$ cat src/rtl/ebab_arbiter.sv
// rtl/ebab_arbiter.sv - round-robin arbiter sharing one EBAB bridge port among several masters
module ebab_arbiter #(
  parameter int NUM_MASTERS    = 4,
  parameter int DATA_WIDTH     = 32,
  parameter int ADDR_WIDTH     = 16,
  parameter int TIMEOUT_CYCLES = 255
) (
  input  logic                              clk,
  input  logic                              reset,
  input  logic [NUM_MASTERS*ADDR_WIDTH-1:0] m_addr,
  input  logic [NUM_MASTERS*DATA_WIDTH-1:0] m_write_data,
  input  logic [NUM_MASTERS-1:0]            m_read_en,
  input  logic [NUM_MASTERS-1:0]            m_write_en,
  input  logic [NUM_MASTERS-1:0]            m_byte_en,
  output logic [DATA_WIDTH-1:0]             m_read_data,
  output logic [NUM_MASTERS-1:0]            m_ack,
  output logic                              m_err,
  output logic [ADDR_WIDTH-1:0]             s_addr,
  output logic [DATA_WIDTH-1:0]             s_write_data,
  output logic                              s_read_en,
  output logic                              s_write_en,
  output logic                              s_byte_en,
  input  logic [DATA_WIDTH-1:0]             s_read_data,
  input  logic                              s_ack
);

  localparam int          GW        = (NUM_MASTERS > 1) ? $clog2(NUM_MASTERS) : 1;
  localparam logic [15:0] WDOG_LAST = 16'(TIMEOUT_CYCLES - 1);

  typedef enum logic {
    ST_IDLE,
    ST_BUSY
  } state_t;

  state_t          r_state;
  logic [GW-1:0]   r_grant;
  logic [GW-1:0]   r_last;
  logic [15:0]     r_wdog;

  logic [NUM_MASTERS-1:0] w_req;
  logic [ADDR_WIDTH-1:0]  w_addr_arr  [NUM_MASTERS];
  logic [DATA_WIDTH-1:0]  w_wdata_arr [NUM_MASTERS];
  logic                   w_found;
  logic [GW-1:0]          w_next_grant;
  logic [GW-1:0]          w_cand;
  logic                   w_busy;
  logic                   w_timeout;
  logic                   w_done;

  assign w_req = m_read_en | m_write_en;

  for (genvar gi = 0; gi < NUM_MASTERS; gi++) begin : g_slice
    assign w_addr_arr[gi]  = m_addr[gi*ADDR_WIDTH +: ADDR_WIDTH];
    assign w_wdata_arr[gi] = m_write_data[gi*DATA_WIDTH +: DATA_WIDTH];
  end

  assign w_busy    = (r_state == ST_BUSY);
  assign w_timeout = w_busy & ~s_ack & (r_wdog == WDOG_LAST);
  assign w_done    = w_busy & (s_ack | w_timeout);

  // Round-robin search: first requester starting just after the last served master
  always_comb begin
    w_found      = 1'b0;
    w_next_grant = '0;
    w_cand       = '0;
    for (int i = 1; i <= NUM_MASTERS; i++) begin
      w_cand = GW'((int'(r_last) + i) % NUM_MASTERS);
      if (!w_found && w_req[w_cand]) begin
        w_found      = 1'b1;
        w_next_grant = w_cand;
      end
    end
  end

  // Forward the granted master to the bridge and route completion back to it
  always_comb begin
    s_addr       = '0;
    s_write_data = '0;
    s_byte_en    = 1'b0;
    s_read_en    = 1'b0;
    s_write_en   = 1'b0;
    m_ack        = '0;
    m_err        = 1'b0;
    m_read_data  = '0;
    if (w_busy) begin
      s_addr       = w_addr_arr[r_grant];
      s_write_data = w_wdata_arr[r_grant];
      s_byte_en    = m_byte_en[r_grant];
      // Simultaneous read+write is treated as a write; a timed-out access is withdrawn
      s_write_en   = m_write_en[r_grant] & ~w_timeout;
      s_read_en    = m_read_en[r_grant] & ~m_write_en[r_grant] & ~w_timeout;
    end
    if (w_done) begin
      m_ack       = NUM_MASTERS'(1) << r_grant;
      m_err       = w_timeout;
      m_read_data = s_ack ? s_read_data : '1;
    end
  end

  // Grant FSM with watchdog; one IDLE cycle separates consecutive transactions
  always_ff @(posedge clk) begin
    if (reset) begin
      r_state <= ST_IDLE;
      r_grant <= '0;
      r_last  <= GW'(NUM_MASTERS - 1);
      r_wdog  <= '0;
    end else begin
      case (r_state)
        ST_IDLE: begin
          if (w_found) begin
            r_grant <= w_next_grant;
            r_wdog  <= '0;
            r_state <= ST_BUSY;
          end
        end
        ST_BUSY: begin
          if (w_done) begin
            r_last  <= r_grant;
            r_state <= ST_IDLE;
          end else if (r_wdog != 16'hFFFF) begin
            r_wdog <= r_wdog + 16'd1;
          end
        end
        default: r_state <= ST_IDLE;
      endcase
    end
  end

endmodule
$ cat config.mk
export PLATFORM = sky130hd
export DESIGN_NAME = ebab_arbiter
export DESIGN_NICKNAME = d
export VERILOG_FILES = /design/src/rtl/ebab_arbiter.sv
export SDC_FILE = /design/constraint.sdc
export NUM_CORES = 1
export LEC_CHECK = 0
export BUFFER_PORTS_ARGS = -buffer_cell sky130_fd_sc_hd__buf_4
export CAP_MARGIN = 20
export CORE_AREA = 2 2 126 128
export CTS_CLUSTER_SIZE = 14
export DETAILED_ROUTE_END_ITERATION = 8
export DIE_AREA = 0 0 128 130
export PLACE_DENSITY = 0.52
export SLEW_MARGIN = 30
export SYNTH_ARGS = -nofsm -noshare
export SYNTH_HDL_FRONTEND = slang
export SYNTH_SLANG_ARGS = --single-unit
$ cat constraint.sdc
create_clock -name clk -period 2 [get_ports clk]
set_input_delay 0.1 -clock clk [delete_from_list [all_inputs] [get_ports clk]]
set_output_delay 0.1 -clock clk [all_outputs]
set_load 0.05 [all_outputs]
## Word level (Yosys, flattened, before mapping)

Index checks and enable logic that the tools add are counted.

| word-level totals | value |
|---|---|
| register bits | 21 |
| output and inout bits | 88 |

| cells by class | value |
|---|---|
| reductions and logical operators | 9 |
| $add $sub $neg | 5 |
| equal/unequal tests | 5 |
| multiplexer cells | 44 |
| $lt $le $gt $ge | 6 |
| bitwise logic cells | 13 |
| shift operators | 1 |

Operators with widths:

| operator | number |
|---|---|
| $mux 32 | 5 |
| $mux 16 | 6 |
| $bmux 32 s2 | 1 |
| $bmux 16 s2 | 1 |
| $pmux 16 s2 | 1 |
| $mux 1 | 17 |
| $add 16x1->16 const B | 1 |
| $eq 16x8->1 const B | 1 |
| $ne 16x16->1 const B | 1 |
| $lt 2x3->1 const B | 5 |
| $bmux 1 s2 | 7 |
| $mux 2 | 4 |
| $and 1x1->1 | 6 |
| $add 2x1->2 const B | 2 |
| $add 2x2->2 const B | 2 |
| $mux 4 | 1 |
| $ne 2x2->1 const B | 2 |
| $not 1->1 | 4 |
| $or 4x4->4 | 1 |
| $reduce_and 2->1 | 2 |
| $shl 1x2->4 const A | 1 |
| $ge 3x3->1 const B | 1 |
| $logic_and 1x1->1 | 3 |
| $logic_not 1->1 | 3 |
| other kinds (5) | 5 |

## Longest topological paths before layout

Gate-level depths: netlist (run 1).

| depth | value |
|---|---|
| depth in word-level cells | 15 |
| mapped depth | 9 |

## Least setup slack after synthesis (run 1)

Ideal clock, no wire load.

| path | value |
|---|---|
| path type | register to output |
| from | register r_wdog[0] |
| to | output port m_ack[2] |
| arrival time | 2.564 ns |
| path buffers | 1 |
| data required time | 1.900 ns |
| cell stages (with the launch flop) | 8 |
| path slack | -0.664 ns |
| cells stage by stage | dfxtp_1 -> inv_1 -> ha_1 -> nor4b_1 -> nand4_1 -> a21bo_1 -> buf_2 -> nor3b_1 |

| on the way | value |
|---|---|
| word-level cells in the longest chain between the ends | 5 |

Ends and longest elaborated chain:

| element | RTL line | RTL |
|---|---|---|
| start: declaration | 38 | `logic [15:0] r_wdog;` |
| start signal: assignment | 121 | `r_wdog <= r_wdog + 16'd1;` |
| $eq 16x8->1 | 58 | `assign w_timeout = w_busy & ~s_ack & (r_wdog == WDOG_LAST);` |
| $and 1x1->1 | 58 |  |
| $or 1x1->1 | 59 | `assign w_done = w_busy & (s_ack \| w_timeout);` |
| $and 1x1->1 | 59 |  |
| $mux 4 | 93 | `if (w_done) begin` |
| end: declaration | 16 | `output logic [NUM_MASTERS-1:0] m_ack,` |

No other way between the ends.

## Worst setup path after layout (run 1)

| path | value |
|---|---|
| from | register r_wdog[2] |
| to | output port m_read_data[31] |

| on the way | value |
|---|---|
| word-level cells in the longest chain between the ends | 5 |

Ends and longest elaborated chain:

| element | RTL line | RTL |
|---|---|---|
| $eq 16x8->1 | 58 |  |
| $and 1x1->1 | 58 |  |
| $or 1x1->1 | 59 |  |
| $and 1x1->1 | 59 |  |
| $mux 32 | 93 |  |
| end: declaration | 15 | `output logic [DATA_WIDTH-1:0] m_read_data,` |

No other way between the ends.

==> impl_results.html, run 1 <==
<table>
<tr><th>Metric</th><th>Value</th></tr>
<tr><th colspan="2">Routing</th></tr>
<tr><td>First-pass iteration count of the detailed router</td><td>4</td></tr>
<tr><td>Drt first-iter violations</td><td>164</td></tr>
<tr><td>Total wirelength of the detailed-routed design</td><td>15900 um</td></tr>
<tr><td>Final ANT Viol Nets</td><td>0</td></tr>
<tr><td>Met2 wire length</td><td>8277 um</td></tr>
<tr><td>Top layer used by detailed routing</td><td>met4</td></tr>
<tr><td>Detailed route wirelength on metal3</td><td>1153 um</td></tr>
<tr><td>Total number of vias</td><td>4099</td></tr>
<tr><td>Ratio of routed vias to standard cells</td><td>4.839</td></tr>
<tr><td>Drt wl/cell</td><td>18.77 um</td></tr>
<tr><td>Met1 wire length</td><td>6313 um</td></tr>
<tr><td>Drc violations</td><td>0</td></tr>
<tr><th colspan="2">Floorplan</th></tr>
<tr><td>Starting Density</td><td>0.2009</td></tr>
<tr><td>DIE AREA</td><td>16640 um^2</td></tr>
<tr><td>Die Span Y</td><td>130 um</td></tr>
<tr><td>Die Width</td><td>128 um</td></tr>
<tr><td>Core area</td><td>15420 um^2</td></tr>
<tr><td>Num ports</td><td>327</td></tr>
<tr><td>Number of placement rows</td><td>46</td></tr>
<tr><th colspan="2">Synth</th></tr>
<tr><td>Register bit total from synthesis</td><td>21</td></tr>
<tr><td>Post-synthesis area per instance</td><td>9.808 um^2</td></tr>
<tr><td>Proportion of netlist area held by the largest area contributor</td><td>0.3706</td></tr>
<tr><td>Number of flops mapped to enable cells by yosys</td><td>0</td></tr>
<tr><td>Number of standard cells after synthesis</td><td>316</td></tr>
<tr><td>Yosys Warn Count</td><td>0</td></tr>
<tr><td>Most common library cells after synthesis</td><td>and2_1 (52), mux4_2 (51), o21a_1 (33), dfxtp_1 (21), clkbuf_1 (17)</td></tr>
<tr><td>Synthesized-area fraction occupied by adder cells</td><td>0.008074</td></tr>
<tr><td>Count of different cell masters after synthesis</td><td>52</td></tr>
<tr><td>Share of flip-flops with an asynchronous set or reset after synthesis</td><td>0</td></tr>
<tr><td>Post-Synth Simple-Gate Area</td><td>0.2580</td></tr>
<tr><td>Most common flop cell mapped by yosys</td><td>dfxtp_1</td></tr>
<tr><td>Complex-gate fraction of the synthesized area</td><td>0.1607</td></tr>
<tr><td>Count leader, synth</td><td>and2_1</td></tr>
<tr><td>XOR/XNOR share of the synthesized area</td><td>0.002826</td></tr>
<tr><td>Area leader, netlist</td><td>mux4_2</td></tr>
<tr><td>Synthesized net count</td><td>557</td></tr>
<tr><td>Post-synthesis instance area</td><td>3099 um^2</td></tr>
<tr><td>Multiplexer share of the synthesized area</td><td>0.3775</td></tr>
<tr><td>Top cells by area in the synthesized netlist</td><td>mux4_2 (37%), dfxtp_1 (14%), and2_1 (10%)</td></tr>
<tr><td>Proportion of synthesized chip area in sequential cells</td><td>0.1356</td></tr>
<tr><td>Dominant combinational cell family by area after synthesis</td><td>multiplexers</td></tr>
<tr><th colspan="2">CTS</th></tr>
<tr><td>Clock-pin transition on the worst setup and hold timing paths</td><td>0.06 ns</td></tr>
<tr><td>Max Buffers Root-to-Sink</td><td>2</td></tr>
<tr><td>Number of buffers created by CTS</td><td>3</td></tr>
<tr><td>Clock root buffer master</td><td>clkbuf_16</td></tr>
<tr><td>TritonCTS Sinks</td><td>21</td></tr>
<tr><td>Number of buffers inserted by hold repair at cts</td><td>0</td></tr>
<tr><td>Clock Latency Late Sink</td><td>0.26 ns</td></tr>
<tr><td>CTS H-tree lvls</td><td>1</td></tr>
<tr><td>Clock tree from TritonCTS</td><td>done</td></tr>
<tr><th colspan="2">Power and ir drop</th></tr>
<tr><td>Share of total power in sequential cells</td><td>0.168</td></tr>
<tr><td>Total Power</td><td>2.703 mW</td></tr>
<tr><td>Clock power frac</td><td>0.158</td></tr>
<tr><td>VDD IR-drop max</td><td>0.2333 mV</td></tr>
<tr><td>Areal power density over the cells</td><td>409.6 nW/um^2</td></tr>
<tr><td>P_sw</td><td>1.082 mW</td></tr>
<tr><td>Cell internal power dissipation</td><td>1.620 mW</td></tr>
<tr><td>Leak Pwr</td><td>2.891 nW</td></tr>
<tr><td>Combinational group share of total power</td><td>0.674</td></tr>
<tr><td>Net switching share of the total power</td><td>0.4004</td></tr>
<tr><th colspan="2">Setup path</th></tr>
<tr><td>Required time of the critical path</td><td>1.90 ns</td></tr>
<tr><td>Depth of the most critical reg-to-reg path</td><td>9</td></tr>
<tr><td>Critical path data arrival time</td><td>1.99 ns</td></tr>
<tr><td>Critical-path maximum fanout</td><td>8</td></tr>
<tr><td>End point of the critical path</td><td>m_read_data[31]</td></tr>
<tr><td>Worst Setup End Kind</td><td>output port</td></tr>
<tr><td>Setup slack of the worst register-to-register path</td><td>0.11 ns</td></tr>
<tr><td>WS Path Type</td><td>reg -&gt; out</td></tr>
<tr><td>Reg-to-reg endpoint</td><td>r_wdog[12]</td></tr>
<tr><td>Critical Path Source Type</td><td>flip-flop</td></tr>
<tr><td>Critical path launch point</td><td>r_wdog[2]</td></tr>
<tr><td>Launch instance of the worst register-to-register path</td><td>r_wdog[0]</td></tr>
<tr><th colspan="2">Layout</th></tr>
<tr><td>Post-layout instance area</td><td>6598 um^2</td></tr>
<tr><td>Synthesis-to-finish area growth</td><td>112.9%</td></tr>
<tr><td># fillers</td><td>1470</td></tr>
<tr><td>Final net count</td><td>897</td></tr>
<tr><td>Layout Cells excl Fill</td><td>847</td></tr>
<tr><td>Multi-input gate area in the final layout</td><td>2696 um^2</td></tr>
<tr><td>Antenna diode count</td><td>0</td></tr>
<tr><td>Share of cells above drive strength 1</td><td>0.7267</td></tr>
<tr><td>Sequential cell area</td><td>427.9 um^2</td></tr>
<tr><th colspan="2">STA</th></tr>
<tr><td>Number of setup violations in the final report</td><td>37</td></tr>
<tr><td>F_max</td><td>478.6 MHz</td></tr>
<tr><td>Worst Skew</td><td>0.003551 ns</td></tr>
<tr><td>Final Max Slew Viols</td><td>0</td></tr>
<tr><td>Slew Limit Headroom</td><td>0.4855</td></tr>
<tr><td>Setup repair after global routing missed its margin</td><td>true</td></tr>
<tr><td>Setup Total Neg Slack</td><td>-2.095 ns</td></tr>
<tr><td>Post-route minimum period</td><td>2.090 ns</td></tr>
<tr><td>Final critical-path setup slack</td><td>-0.08956 ns</td></tr>
<tr><td>Slew at the pin closest to its max-slew limit</td><td>0.7682 ns</td></tr>
<tr><td>Number of endpoints with negative hold slack in the final report</td><td>0</td></tr>
<tr><td>Tcrit/Tclk final</td><td>1.045</td></tr>
<tr><th colspan="2">GRT</th></tr>
<tr><td>GRT Residual Overflow</td><td>0</td></tr>
<tr><td>Wire length of the first global-routing pass</td><td>22370 um</td></tr>
<tr><td>Antenna violations before repair</td><td>0</td></tr>
<tr><td>Vias in the first global route</td><td>4051</td></tr>
<tr><td>Global Route Usage Sum</td><td>0.1699</td></tr>
<tr><td>Maximum number of pins on one net before global-route repair</td><td>47</td></tr>
<tr><th colspan="2">Status</th></tr>
<tr><td>Violations in the final reports</td><td>negative setup slack</td></tr>
<tr><td>Run status</td><td>finished, violations left</td></tr>
<tr><th colspan="2">Placement</th></tr>
<tr><td>Post-placement cell count</td><td>826</td></tr>
<tr><td>Placer's final routability congestion estimate</td><td>0.8206</td></tr>
<tr><td>Post-placement worst setup slack</td><td>-0.09739 ns</td></tr>
<tr><td>Number of buffers inserted by port buffering</td><td>326</td></tr>
<tr><td>DP HPWL</td><td>12860 um</td></tr>
<tr><td>Area post-placement</td><td>5944 um^2</td></tr>
<tr><th colspan="2">Job</th></tr>
<tr><td>Max-Cap Viols</td><td>0</td></tr>
<tr><th colspan="2">Worst hold path</th></tr>
<tr><td>Type of the worst min-delay path</td><td>in -&gt; reg</td></tr>
</table>
[registers in the layout, summed over array words and instances, names as in the netlist]
register and count:
r_grant 2, r_last 2, r_wdog 16, r_state 1
[cell usage in the layout (no fill, tap or decap), drive strengths merged, types with 4 or more instances in the layout]
master | netlist | routed
or4 | 4 | 4
nor3 | 5 | 5
clkbuf | 17 | 6
dfxtp | 21 | 21
o21ai | 7 | 7
or3 | 8 | 8
inv | 5 | 5
nand2 | 12 | 12
mux4 | 51 | 51
a31oi | 6 | 6
nand3 | 9 | 9
o21a | 33 | 33
a21oi | 12 | 12
nor2 | 15 | 15
and2 | 52 | 52
nand4 | 6 | 6
buf | 13 | 363
and3 | 4 | 4
[per-stage QoR]
stage,hold slack [ns],util
2_1_floorplan,0.3851,-
3_3_place_gp,0.4364,0.3854
3_5_place_dp,0.4345,0.3854
4_1_cts,0.1640,0.4193
5_1_grt,0.1828,0.4277
6_report,0.1683,0.4277
[area by class of cell]
type                            instances  area share
Clock buffer                            4     0.01195
Inverter                                6    0.004551
Multi-Input combinational cell        259      0.4087
Sequential cell                        21     0.06486
Tap cell                              192     0.03641
Timing Repair Buffer                  365      0.4735
[repair_timing]
item                                    in CTS  in global routing
resized for setup                           75                 17
endpoints found under the hold margin        0                  0
buffers inserted                            10                  3
pin swaps                                    5                  9
gates cloned                                 2                  2
endpoints found under the setup margin      89                 57
[logic make-up after synthesis]
family	count (synthesis)
buffers and inverters	36
adder cells (fa/ha/maj)	2
multiplexers	53
flip-flops	21
XOR/XNOR	1
AND/OR/NAND/NOR	134
AO/OA/AOI/OAI	69
[critical path: stages (launching register included)]
cell and delay (ns):
dfxtp_1 0.46, and4bb_1 0.23, nand4_1 0.18, a21bo_2 0.28
clkinv_4 0.12, clkbuf_16 0.17, o21a_1 0.13, buf_6 0.16
[worst min path at each step]
| stage | startpoint | to | slack [ns] | cells past startpoint |
|---|---|---|---|---|
| 2_1_floorplan | m_write_en[0] | r_state | 0.39 | 3 |
| 3_3_place_gp | reset | r_wdog[4] | 0.44 | 2 |
| 3_5_place_dp | reset | r_grant[1] | 0.43 | 2 |
| 4_1_cts | reset | r_wdog[4] | 0.16 | 2 |
| 5_1_grt | reset | r_wdog[4] | 0.18 | 2 |
| 6_report | reset | r_wdog[4] | 0.17 | 2 |
[power by group through the flow]
stage	sequential [mW]	combinational, mW	clock, mW
2_1_floorplan	0.443	1.00	0
3_3_place_gp	0.474	1.67	0
3_5_place_dp	0.475	1.68	0
4_1_cts	0.456	1.80	0.441
5_1_grt	0.455	1.91	0.454
6_report	0.453	1.82	0.427
[per-layer routing]
| metal | GRT usage | vias to the layer above |
|---|---|---|
| met5 | 0 | - |
| met4 | 0.02973 | 0 |
| met3 | 0.02624 | 11 |
| met2 | 0.3070 | 212 |
| met1 | 0.2179 | 1965 |
| li1 | - | 1911 |
Note: power is estimated with default switching activity, not from simulation.
==> inputs of run 2 (changes only) <==
==> config.mk (replaced) <==
export PLATFORM = sky130hd
export DESIGN_NAME = ebab_arbiter
export DESIGN_NICKNAME = d
export VERILOG_FILES = /design/src/rtl/ebab_arbiter.sv
export SDC_FILE = /design/constraint.sdc
export NUM_CORES = 1
export LEC_CHECK = 0
export BUFFER_PORTS_ARGS = -buffer_cell sky130_fd_sc_hd__buf_2
export CAP_MARGIN = 20
export CORE_AREA = 2 2 129 131
export CTS_CLUSTER_SIZE = 14
export DETAILED_ROUTE_END_ITERATION = 8
export DIE_AREA = 0 0 131 133
export PLACE_DENSITY = 0.51
export SLEW_MARGIN = 30
export SYNTH_ARGS = -nofsm -noshare
export SYNTH_HDL_FRONTEND = slang
export SYNTH_SLANG_ARGS = --single-unit
==> constraint.sdc (replaced) <==
create_clock -name clk -period 1.7 [get_ports clk]
set_input_delay 0.085 -clock clk [delete_from_list [all_inputs] [get_ports clk]]
set_output_delay 0.085 -clock clk [all_outputs]
set_load 0.05 [all_outputs]
==> impl_results.html, run 2 (same netlist as run 1, synthesis figures left out) <==
<table>
<tr><th>Metric</th><th>Value</th></tr>
<tr><th colspan="2">Status</th></tr>
<tr><td>Run status</td><td>finished, violations left</td></tr>
<tr><td>Violations in the final reports</td><td>negative setup slack</td></tr>
<tr><th colspan="2">Power and ir drop</th></tr>
<tr><td>VDD IR-drop max</td><td>0.3417 mV</td></tr>
<tr><td>Clock power frac</td><td>0.150</td></tr>
<tr><td>Areal power density over the cells</td><td>483.8 nW/um^2</td></tr>
<tr><td>Cell internal power dissipation</td><td>2.055 mW</td></tr>
<tr><td>Net switching share of the total power</td><td>0.4110</td></tr>
<tr><td>Share of total power in sequential cells</td><td>0.150</td></tr>
<tr><td>Total Power</td><td>3.488 mW</td></tr>
<tr><td>Combinational group share of total power</td><td>0.700</td></tr>
<tr><td>Leak Pwr</td><td>3.160 nW</td></tr>
<tr><td>P_sw</td><td>1.434 mW</td></tr>
<tr><th colspan="2">Floorplan</th></tr>
<tr><td>DIE AREA</td><td>17420 um^2</td></tr>
<tr><td>Die Span Y</td><td>133 um</td></tr>
<tr><td>Starting Density</td><td>0.1916</td></tr>
<tr><td>Die Width</td><td>131 um</td></tr>
<tr><td>Number of placement rows</td><td>47</td></tr>
<tr><td>Core area</td><td>16170 um^2</td></tr>
<tr><td>Num ports</td><td>327</td></tr>
<tr><th colspan="2">Layout</th></tr>
<tr><td>Max FFs per register</td><td>16</td></tr>
<tr><td>Commonest non-fill, non-tap cells in the layout</td><td>buf_2 (238), buf_8 (68), mux4_2 (51)</td></tr>
<tr><td>Final net count</td><td>936</td></tr>
<tr><td>Share of cells above drive strength 1</td><td>0.8545</td></tr>
<tr><td>Synthesis-to-finish area growth</td><td>132.7%</td></tr>
<tr><td>Antenna diode count</td><td>0</td></tr>
<tr><td>Multi-input gate area in the final layout</td><td>3127 um^2</td></tr>
<tr><td>Leading cell type in the layout, fill and taps excluded</td><td>buf_2</td></tr>
<tr><td># fillers</td><td>1518</td></tr>
<tr><td>Registers with the highest flip-flop counts</td><td>r_wdog (16), r_grant (2), r_last (2)</td></tr>
<tr><td>Layout Cells excl Fill</td><td>914</td></tr>
<tr><td>Sequential cell area</td><td>430.4 um^2</td></tr>
<tr><td>Post-layout instance area</td><td>7211 um^2</td></tr>
<tr><td>Largest register by flop count</td><td>r_wdog</td></tr>
<tr><th colspan="2">GRT</th></tr>
<tr><td>GRT Residual Overflow</td><td>0</td></tr>
<tr><td>Vias in the first global route</td><td>4689</td></tr>
<tr><td>Global Route Usage Sum</td><td>0.1886</td></tr>
<tr><td>Antenna violations before repair</td><td>0</td></tr>
<tr><td>Maximum number of pins on one net before global-route repair</td><td>35</td></tr>
<tr><td>Wire length of the first global-routing pass</td><td>25310 um</td></tr>
<tr><th colspan="2">CTS</th></tr>
<tr><td>Clock Latency Late Sink</td><td>0.26 ns</td></tr>
<tr><td>TritonCTS Sinks</td><td>21</td></tr>
<tr><td>Max Buffers Root-to-Sink</td><td>2</td></tr>
<tr><td>Clock tree from TritonCTS</td><td>done</td></tr>
<tr><td>Clock-pin transition on the worst setup and hold timing paths</td><td>0.06 ns</td></tr>
<tr><td>Number of buffers inserted by hold repair at cts</td><td>0</td></tr>
<tr><td>Clock root buffer master</td><td>clkbuf_16</td></tr>
<tr><td>CTS H-tree lvls</td><td>1</td></tr>
<tr><td>Number of buffers created by CTS</td><td>3</td></tr>
<tr><th colspan="2">STA</th></tr>
<tr><td>Final critical-path setup slack</td><td>-0.3921 ns</td></tr>
<tr><td>Final Max Slew Viols</td><td>0</td></tr>
<tr><td>Slew Limit Headroom</td><td>0.5609</td></tr>
<tr><td>Post-route minimum period</td><td>2.092 ns</td></tr>
<tr><td>F_max</td><td>478.0 MHz</td></tr>
<tr><td>Tcrit/Tclk final</td><td>1.231</td></tr>
<tr><td>Number of endpoints with negative hold slack in the final report</td><td>0</td></tr>
<tr><td>Number of setup violations in the final report</td><td>106</td></tr>
<tr><td>Setup repair after global routing missed its margin</td><td>true</td></tr>
<tr><td>Worst Skew</td><td>0.003220 ns</td></tr>
<tr><td>Slew at the pin closest to its max-slew limit</td><td>0.6555 ns</td></tr>
<tr><th colspan="2">Routing</th></tr>
<tr><td>First-pass iteration count of the detailed router</td><td>4</td></tr>
<tr><td>Drt first-iter violations</td><td>202</td></tr>
<tr><td>Final ANT Viol Nets</td><td>0</td></tr>
<tr><td>Ratio of routed vias to standard cells</td><td>4.763</td></tr>
<tr><td>Total wirelength of the detailed-routed design</td><td>17790 um</td></tr>
<tr><td>Drc violations</td><td>0</td></tr>
<tr><td>Drt wl/cell</td><td>19.46 um</td></tr>
<tr><td>Total number of vias</td><td>4353</td></tr>
<tr><th colspan="2">Job</th></tr>
<tr><td>Max-Cap Viols</td><td>0</td></tr>
<tr><th colspan="2">Placement</th></tr>
<tr><td>Post-placement worst setup slack</td><td>-0.2218 ns</td></tr>
<tr><td>Area post-placement</td><td>5607 um^2</td></tr>
<tr><td>Post-placement cell count</td><td>882</td></tr>
<tr><td>Placer's final routability congestion estimate</td><td>0.8304</td></tr>
<tr><td>DP HPWL</td><td>13860 um</td></tr>
<tr><td>Number of buffers inserted by port buffering</td><td>326</td></tr>
<tr><th colspan="2">Setup path</th></tr>
<tr><td>Critical-path maximum fanout</td><td>11</td></tr>
<tr><td>Critical path data arrival time</td><td>2.01 ns</td></tr>
<tr><td>Required time of the critical path</td><td>1.62 ns</td></tr>
<tr><td>WS Path Type</td><td>reg -&gt; out</td></tr>
<tr><td>Worst Setup End Kind</td><td>output port</td></tr>
<tr><td>Critical Path Source Type</td><td>flip-flop</td></tr>
<tr><th colspan="2">Worst hold path</th></tr>
<tr><td>Type of the worst min-delay path</td><td>in -&gt; reg</td></tr>
</table>
==> run 2: area by class of cell <==
type	count	area share
timing repair buffer	403	0.4531
multi-input combinational	260	0.4336
sequential	21	0.05969
tap	220	0.03817
clock buffer	3	0.01041
inverter	6	0.004338
clock inverter	1	0.0006941
==> run 2: metrics by stage <==
step	hold WS, ns	utilization	setup TNS, ns
after floorplan	0.3654	-	-6.818
after global placement	0.4856	0.3467	-10.65
after global routing	0.2798	0.4459	-31.20
after detailed placement	0.4892	0.3467	-10.62
final	0.2472	0.4459	-24.92
after CTS	0.2276	0.4383	-23.55
==> run 2: final timing paths <==
kind	slack [ns]	endpoint	from	cells after the start
min	0.25	r_wdog[2]	reset	2
max	-0.39	m_read_data[15]	r_wdog[0]	9
min reg2reg	0.53	r_wdog[10]	r_wdog[10]	2
max reg2reg	-0.29	r_wdog[5]	r_wdog[0]	10
==> run 2: critical path: stages, from the launching register on <==
cell      delay (ns)
dfxtp_2         0.33
inv_2           0.06
ha_4            0.11
nor4b_4         0.17
nand4_1         0.22
a21bo_2         0.29
clkinv_4        0.12
buf_16          0.16
o21a_4          0.14
buf_8           0.14
==> run 2: what timing repair did <==
item,CTS,global route
pin swaps,35,17
buffers inserted,22,9
endpoints found under the setup margin,104,106
gates resized for setup,347,38
cloned,5,0
==> run 2: power by group through the flow <==
stage          logic (mW)  clock network (mW)  registers, mW
6_report             2.44               0.523          0.523
5_1_grt              2.55               0.551          0.525
2_1_floorplan        1.25                   0          0.521
3_5_place_dp         1.85                   0          0.539
3_3_place_gp         1.84                   0          0.537
4_1_cts              2.42               0.528          0.523
==> run 2: metal layers <==
layer	GRT usage	routed length, um
met4	0.03664	250
met3	0.05176	1826
met2	0.3434	9036
met1	0.2188	6676
met5	0	0
